===== src/rtl/mem_port_arbiter.sv =====
// Round-robin arbiter sharing one OBI-style device port among NrHosts hosts.
// Granted host IDs are queued in order so each device response returns to its issuer.

module mem_port_arbiter_lane #(
    parameter int unsigned IdW = 1,
    parameter int unsigned Id  = 0
) (
    input  logic           accept,
    input  logic [IdW-1:0] win_id,
    input  logic           pop,
    input  logic [IdW-1:0] head_id,
    input  logic           dev_err,
    output logic           gnt,
    output logic           rvalid,
    output logic           err
);
    assign gnt    = accept && (win_id == IdW'(Id));
    assign rvalid = pop && (head_id == IdW'(Id));
    assign err    = rvalid && dev_err;
endmodule

module mem_port_arbiter #(
    parameter int unsigned NrHosts        = 2,
    parameter int unsigned AddrWidth      = 32,
    parameter int unsigned DataWidth      = 32,
    parameter int unsigned MaxOutstanding = 2
) (
    input  logic                           clk_i,
    input  logic                           rst_i,
    input  logic [NrHosts-1:0]             host_req_i,
    output logic [NrHosts-1:0]             host_gnt_o,
    input  logic [NrHosts*AddrWidth-1:0]   host_addr_i,
    input  logic [NrHosts-1:0]             host_we_i,
    input  logic [NrHosts*DataWidth/8-1:0] host_be_i,
    input  logic [NrHosts*DataWidth-1:0]   host_wdata_i,
    output logic [NrHosts-1:0]             host_rvalid_o,
    output logic [DataWidth-1:0]           host_rdata_o,
    output logic [NrHosts-1:0]             host_err_o,
    output logic                           dev_req_o,
    input  logic                           dev_gnt_i,
    output logic [AddrWidth-1:0]           dev_addr_o,
    output logic                           dev_we_o,
    output logic [DataWidth/8-1:0]         dev_be_o,
    output logic [DataWidth-1:0]           dev_wdata_o,
    input  logic                           dev_rvalid_i,
    input  logic [DataWidth-1:0]           dev_rdata_i,
    input  logic                           dev_err_i,
    output logic                           spurious_o
);
    localparam int unsigned BeW  = DataWidth / 8;
    localparam int unsigned IdW  = $clog2(NrHosts);
    localparam int unsigned PtrW = (MaxOutstanding > 1) ? $clog2(MaxOutstanding) : 1;
    localparam int unsigned CntW = $clog2(MaxOutstanding + 1);

    typedef struct packed {
        logic [AddrWidth-1:0] addr;
        logic                 we;
        logic [BeW-1:0]       be;
        logic [DataWidth-1:0] wdata;
    } host_req_t;

    typedef enum logic {IDLE, LOCKED} lock_state_e;

    host_req_t [NrHosts-1:0] hreq;
    host_req_t               win_req;

    lock_state_e    lock_state_q, lock_state_d;
    logic [IdW-1:0] lock_id_q;
    logic [IdW-1:0] rr_ptr_q;
    logic [IdW-1:0] rr_id, cand, win_id;
    logic           rr_found, any_req, accept;

    logic [IdW-1:0]  tag_mem [MaxOutstanding];
    logic [PtrW-1:0] wr_ptr_q, rd_ptr_q;
    logic [CntW-1:0] cnt_q;
    logic            fifo_full, fifo_empty, push, pop;
    logic [IdW-1:0]  head_id;
    logic            rsp_armed_q, spurious_q;

    // Rotating search starting just above the last winner.
    always_comb begin
        rr_found = 1'b0;
        rr_id    = '0;
        cand     = rr_ptr_q;
        for (int i = 0; i < int'(NrHosts); i++) begin
            cand = (cand == IdW'(NrHosts - 1)) ? '0 : cand + 1'b1;
            if (!rr_found && host_req_i[cand]) begin
                rr_found = 1'b1;
                rr_id    = cand;
            end
        end
    end

    assign win_id     = (lock_state_q == LOCKED) ? lock_id_q : rr_id;
    assign any_req    = (lock_state_q == LOCKED) ? host_req_i[lock_id_q] : rr_found;
    assign fifo_full  = (cnt_q == CntW'(MaxOutstanding));
    assign fifo_empty = (cnt_q == '0);

    assign dev_req_o = any_req && !fifo_full && !rst_i;
    assign accept    = dev_req_o && dev_gnt_i;
    assign push      = accept;
    assign pop       = dev_rvalid_i && !fifo_empty && !rst_i;
    assign head_id   = tag_mem[rd_ptr_q];

    assign win_req     = hreq[win_id];
    assign dev_addr_o  = dev_req_o ? win_req.addr  : '0;
    assign dev_we_o    = dev_req_o ? win_req.we    : 1'b0;
    assign dev_be_o    = dev_req_o ? win_req.be    : '0;
    assign dev_wdata_o = dev_req_o ? win_req.wdata : '0;

    assign host_rdata_o = rst_i ? '0 : dev_rdata_i;
    assign spurious_o   = spurious_q;

    for (genvar h = 0; h < NrHosts; h++) begin : g_host
        assign hreq[h] = '{addr:  host_addr_i[h*AddrWidth +: AddrWidth],
                           we:    host_we_i[h],
                           be:    host_be_i[h*BeW +: BeW],
                           wdata: host_wdata_i[h*DataWidth +: DataWidth]};

        mem_port_arbiter_lane #(
            .IdW (IdW),
            .Id  (h)
        ) u_lane (
            .accept  (accept),
            .win_id  (win_id),
            .pop     (pop),
            .head_id (head_id),
            .dev_err (dev_err_i),
            .gnt     (host_gnt_o[h]),
            .rvalid  (host_rvalid_o[h]),
            .err     (host_err_o[h])
        );
    end

    always_comb begin
        lock_state_d = lock_state_q;
        case (lock_state_q)
            IDLE:   if (dev_req_o && !dev_gnt_i) lock_state_d = LOCKED;
            LOCKED: if (dev_gnt_i)               lock_state_d = IDLE;
        endcase
    end

    always_ff @(posedge clk_i) begin
        if (rst_i) begin
            lock_state_q <= IDLE;
            lock_id_q    <= '0;
        end else begin
            lock_state_q <= lock_state_d;
            if (lock_state_q == IDLE && dev_req_o && !dev_gnt_i) lock_id_q <= rr_id;
        end
    end

    always_ff @(posedge clk_i) begin
        if (push) tag_mem[wr_ptr_q] <= win_id;
    end

    // Responses from before a reset arrive while nothing has been issued since;
    // they are discarded without raising the spurious flag.
    always_ff @(posedge clk_i) begin
        if (rst_i) begin
            rr_ptr_q    <= IdW'(NrHosts - 1);
            wr_ptr_q    <= '0;
            rd_ptr_q    <= '0;
            cnt_q       <= '0;
            rsp_armed_q <= 1'b0;
            spurious_q  <= 1'b0;
        end else begin
            if (accept) begin
                rr_ptr_q    <= win_id;
                rsp_armed_q <= 1'b1;
            end
            if (push) wr_ptr_q <= (wr_ptr_q == PtrW'(MaxOutstanding - 1)) ? '0 : wr_ptr_q + 1'b1;
            if (pop)  rd_ptr_q <= (rd_ptr_q == PtrW'(MaxOutstanding - 1)) ? '0 : rd_ptr_q + 1'b1;
            case ({push, pop})
                2'b10:   cnt_q <= cnt_q + 1'b1;
                2'b01:   cnt_q <= cnt_q - 1'b1;
                default: cnt_q <= cnt_q;
            endcase
            if (dev_rvalid_i && fifo_empty && rsp_armed_q) spurious_q <= 1'b1;
        end
    end

    req_held_while_locked: assert property (@(posedge clk_i) disable iff (rst_i)
        (lock_state_q == LOCKED) |-> host_req_i[lock_id_q]);

endmodule


===== config.mk =====
export PLATFORM = sky130hd
export DESIGN_NAME = mem_port_arbiter
export DESIGN_NICKNAME = d
export VERILOG_FILES = /design/src/rtl/mem_port_arbiter.sv
export SDC_FILE = /design/constraint.sdc
export NUM_CORES = 1
export LEC_CHECK = 0
export ABC_AREA = 1
export CAP_MARGIN = 0
export CORE_AREA = 2 2 111 113
export DETAILED_ROUTE_END_ITERATION = 8
export DIE_AREA = 0 0 113 115
export DONT_BUFFER_PORTS = 1
export RECOVER_POWER = 25
export SYNTH_ARGS = -nofsm -noshare
export SYNTH_HDL_FRONTEND = slang
export SYNTH_HIERARCHICAL = 1
export SYNTH_SLANG_ARGS = --single-unit

===== constraint.sdc =====
create_clock -name clk_i -period 1.94 [get_ports clk_i]
set_input_delay 0.291 -clock clk_i [delete_from_list [all_inputs] [get_ports clk_i]]
set_output_delay 0.291 -clock clk_i [all_outputs]
set_load 0.02 [all_outputs]

-- Word level (Yosys, flattened, before mapping)
Memory sizes are Yosys's and may differ from the RTL's. A register that Yosys moved wholly into a read port is not among the register bits.
Cells that the tools add are included.
- add/sub/neg operators: 6
- order comparisons: 4
- eq/ne operators: 3
- muxes and demuxes: 31
- bitwise logic cells: 3
- reduce and logical (&&, ||, !) cells: 24
- operator list (cell ; number):
    $mux 69 ; 2
    $mux 32 ; 3
    $mux 1 ; 23
    $logic_and 1x1->1 ; 17
    $lt 1x2->1 const B ; 4
    $logic_not 1->1 ; 5
    $add 1x1->1 const B ; 4
    $eq 2x2->1 const B ; 2
    $mux 4 ; 1
    $pmux 2 s2 ; 1
    $not 1->1 ; 3
    $add 2x1->2 const B ; 1
    $eq 2x1->1 const B ; 1
    $logic_not 2->1 ; 1
    $pmux 1 s2 ; 1
    $reduce_bool 2->1 ; 1
    $sub 2x1->2 const B ; 1
- register bits after elaboration: 9
- bits in writable memories: 2
- input bits: 177
- memories kept: 1
- memories (name ; depth ; width ; rd ports ; clocked after memory_dff ; write ports ; line ; RTL):
    tag_mem ; 2 ; 1 ; 1 ; 1 ; 1 ; 73 ; logic [IdW-1:0] tag_mem [MaxOutstanding];

-- Depth between registers and ports, before layout
- depth in word-level cells: 14
- gate-level depth with buffers: 10
- depth with buffers taken out: 10

-- By module
The synthesis kept the hierarchy.
- modules (own cells, without submodules) (module ; instances ; cells each ; area an instance (um^2)):
    mem_port_arbiter ; 1 ; 374 ; 2220.9
    mem_port_arbiter_lane at g_host[0].u_lane ; 1 ; 7 ; 31.3
    mem_port_arbiter_lane at g_host[1].u_lane ; 1 ; 6 ; 25.0

-- Least setup slack after synthesis
OpenSTA, ideal clock, no wires.
- path kind: input port to flip-flop
- from: input port rst_i
- to: register cnt_q[1]
- setup time: 116 ps
- arrival time: 1460 ps
- data required time: 1824 ps
- path slack: 365 ps
- stages on the path: 8
- buffers on the path: 2
- cells stage by stage: buf_2 -> buf_1 -> nor2_1 -> ha_1 -> inv_1 -> nand2_1 -> o21ai_0 -> nor2_1
- elaborated cells between the ends (all ways): 8
- RTL lines (element ; line ; RTL):
    start, declared ; 29 ; input logic rst_i,
    $logic_not 1->1 (*) ; 102 ; assign pop = dev_rvalid_i && !fifo_empty && !rst_i;
    $logic_and 1x1->1 (*) ; 102 ;
    named net pop ; 76 ; logic fifo_full, fifo_empty, push, pop;
    $eq 2x1->1 or $eq 2x2->1 (tied branches) ; 174 ; case ({push, pop})
    $pmux 2 s2 or $reduce_bool 2->1 (tied branches) ; n/a ;
    end signal, assigned ; 175 ; 2'b10: cnt_q <= cnt_q + 1'b1;
    end signal, assigned ; 176 ; 2'b01: cnt_q <= cnt_q - 1'b1;
    end signal, assigned ; 177 ; default: cnt_q <= cnt_q;
    end, declared ; 75 ; logic [CntW-1:0] cnt_q;
Mark *: on every way through the listed nets, which the timed path passes. The rest lies on a longest branch.
A chain may end at the register's enable or synchronous reset.

-- Worst setup path in the final report
- from: register cnt_q[0]
- to: output port dev_addr_o[27]
- word-level cells in the longest chain between the ends: 5
- RTL lines (element ; line ; RTL):
    $eq 2x2->1 ; 96 ; assign fifo_full = (cnt_q == CntW'(MaxOutstanding));
    $logic_not 1->1 ; 99 ; assign dev_req_o = any_req && !fifo_full && !rst_i;
    $logic_and 1x1->1 (2 in a row) ; 99 ;
    $mux 32 ; 106 ; assign dev_addr_o = dev_req_o ? win_req.addr : '0;
    end, declared ; 41 ; output logic [AddrWidth-1:0] dev_addr_o,
No other way between the ends.

==> results.json <==
{
  "outcome": "finished, violations left",
  "violations": "DRC",
  "setup_slack_ns": 0.0707,
  "ir_drop_mv": 0.309,
  "power.switching_w": 0.000679,
  "cp.arrival_ns": 1.58,
  "start_kind": "register",
  "pin_count": 286,
  "groute.usage.overall_pct": 9.81,
  "cts_made_buffers": 3,
  "pre_cts_ws_ns": 0.222,
  "seq_power_share_pct": 18.7,
  "dp_hpwl_mm": 6.48,
  "synthToLayoutAreaGrowth_pct": 22.5,
  "num_vias": 2612,
  "syn_nets": 565,
  "synthTopCellsByArea": "a21oi_2 27%, nand3_1 16%, nand2_1 14%",
  "worstMarginPinSlew_ns": 0.448,
  "grt-ovfl-total": 0,
  "cp-end-kind": "output pin",
  "clock_skew_ns": 0.000881,
  "final_cell_area_um2": 2790,
  "muxShareOfSynthArea_pct": 0.495,
  "fmax_ghz": 0.535,
  "synth_top_family_by_area": "simple AND/OR/NAND/NOR gates",
  "post-route-util_pct": 23.6,
  "cts_tree": "done",
  "cts_max_level": 1,
  "core_region_area_um2": 11800,
  "final_cell_mix": "82 x nand2_1, 71 x nand3_1, 69 x a21oi_2, 52 x inv_1, 41 x nor2_1",
  "drc_errors": 16,
  "avgSynthCellArea_um2": 5.88,
  "synth_xor_area_share_pct": 0.769,
  "initial_core_util_pct": 19.3,
  "critPathRequiredTime_ns": 1.65,
  "mostFrequentLayoutCell": "nand2_1",
  "drv_cap": 0,
  "relSlewSlack_pct": 70.0,
  "gp_congestion": 0.758,
  "post-route-period-util_pct": 96.4,
  "reg_top3": "cnt_q (2), tag_mem (2)",
  "path_clk_slew_ns": 0.04,
  "vias_per_cell": 4.79,
  "p_int_w": 0.000849,
  "yosys.area.top_type_share_pct": 26.5,
  "drive_above_1_share_pct": 31.7,
  "clock_latency_ns": 0.24,
  "ys_seq_area_share_pct": 11.4,
  "synth_cell_types": 25,
  "syn_inst": 387,
  "die_x_um": 113,
  "layout_min_cycle_time_ns": 1.87,
  "cellLeakagePower_nw": 1.25,
  "nets": 577,
  "path_max_fanout": 10,
  "powerDensity_nw_per_um2": 548,
  "dieArea_um2": 13000,
  "rsz0062_at_grt": "yes",
  "finalSetupViolCount": 0,
  "cts_hold_buf": 0,
  "wl_per_cell_um": 15.0,
  "initialDrtViolationCount": 160,
  "synth-adder-area-share_pct": 0.549,
  "drtPass1Iterations": 6,
  "whs_path_depth": 1,
  "insertedDiodeCount": 0,
  "antenna_found_initial": 0,
  "synth-compound-area-share_pct": 29.0,
  "numClockSinks": 12,
  "numPortBuffers": 0,
  "ys_ff_latch": 12,
  "place_area_um2": 2570,
  "r2r_cells": 9,
  "final_max_slew_viol_count": 0,
  "min_path_type": "input port to register",
  "die_h_um": 115,
  "critical_path_class": "register to output pin",
  "grt_pass1_vias": 1999,
  "clkPwrFrac_pct": 27.7,
  "routed_wirelength_mm": 8.16,
  "row_count": 40,
  "drtAntennaViolNets": 0,
  "yosysWarnings": 6,
  "hold_ws_ns": 0.120,
  "synth-simple-area-share_pct": 40.3,
  "switching_share_pct": 44.4,
  "hold_viol": 0,
  "grt_pass1_wl_mm": 10.4,
  "synth_area_leader_cell": "a21oi_2",
  "power_frac_comb_pct": 53.6,
  "clock_path_buffers": 2,
  "grt_max_degree": 56,
  "synth_area_um2": 2280,
  "clockRootBuffer": "clkbuf_16"
}
worst paths after layout:
kind | startpoint | to | slack [ns]
worst max register to register | cnt_q[0] | cnt_q[1] | 0.25
worst max-delay path | cnt_q[0] | dev_addr_o[27] | 0.07
worst min-delay path | rst_i | spurious_o | 0.12
worst min register to register | rsp_armed_q | rsp_armed_q | 0.45
power by group through the flow:
stage / logic [W] / clock network (W) / registers [W]
finish: 0.000819 / 0.000424 / 0.000286
global route: 0.000881 / 0.000444 / 0.000288
CTS: 0.000776 / 0.000431 / 0.000285
detailed placement: 0.000775 / 0 / 0.000290
global placement: 0.000774 / 0 / 0.000290
floorplan: 0.000645 / 0 / 0.000287
layer usage:
metal | global-route usage (%) | vias up | wire (um)
met1 | 14.0 | 1183 | 3560
met5 | 0 | - | 0
li1 | - | 1267 | -
met2 | 15.8 | 156 | 3820
met4 | 1.79 | 0 | 63
met3 | 1.48 | 6 | 721
synth_stat cells:
master,n
buf_6,7
nand4_1,4
nand2_2,4
a21oi_1,5
nand3_1,71
a21oi_4,1
ha_1,1
nor2_1,41
or2_2,1
nand2_1,82
mux2_2,1
a21oi_2,69
buf_4,2
edfxtp_1,2
xor2_1,2
clkbuf_1,5
dfxtp_1,10
nand3_2,2
o21ai_0,3
inv_1,52
nand2_4,1
buf_2,15
inv_2,1
nor2_2,2
buf_1,3
stage by stage:
stage / TNS [ns] / instances / total power, W
final: 0 / 545 / 0.00153
after global routing: -0.0486 / 545 / 0.00161
after CTS: 0 / 541 / 0.00149
after detailed placement: 0 / 537 / 0.00106
after global placement: 0 / 537 / 0.00106
after floorplan: 0 / 387 / 0.000933
logic make-up after synthesis:
group	count (synthesis)
compound gates	78
xor+xnor	2
buf+inv	85
simple gates	208
fa+ha+maj	1
mux	1
flops	12
worst max-delay path, stage by stage, from the launching register on:
cell and delay, ns:
dfxtp_2 0.36, inv_1 0.08, a21oi_4 0.18, buf_12 0.12
nand2_8 0.11, buf_16 0.18, a21oi_2 0.13, buf_4 0.16
cell type report:
type | instances | area, um^2
Inverter | 53 | 199
Timing Repair Buffer | 39 | 423
Tap cell | 147 | 184
Multi-Input combinational cell | 290 | 1630
Clock buffer | 4 | 88.8
Sequential cell | 12 | 262
Fill cell | 1315 | 9020
repair_timing:
item,4_1_cts,5_1_grt
buffers inserted,0,1
endpoints found under the setup margin,0,41
gates resized for setup,0,6
No activity file was read; power rests on OpenSTA's default activity.
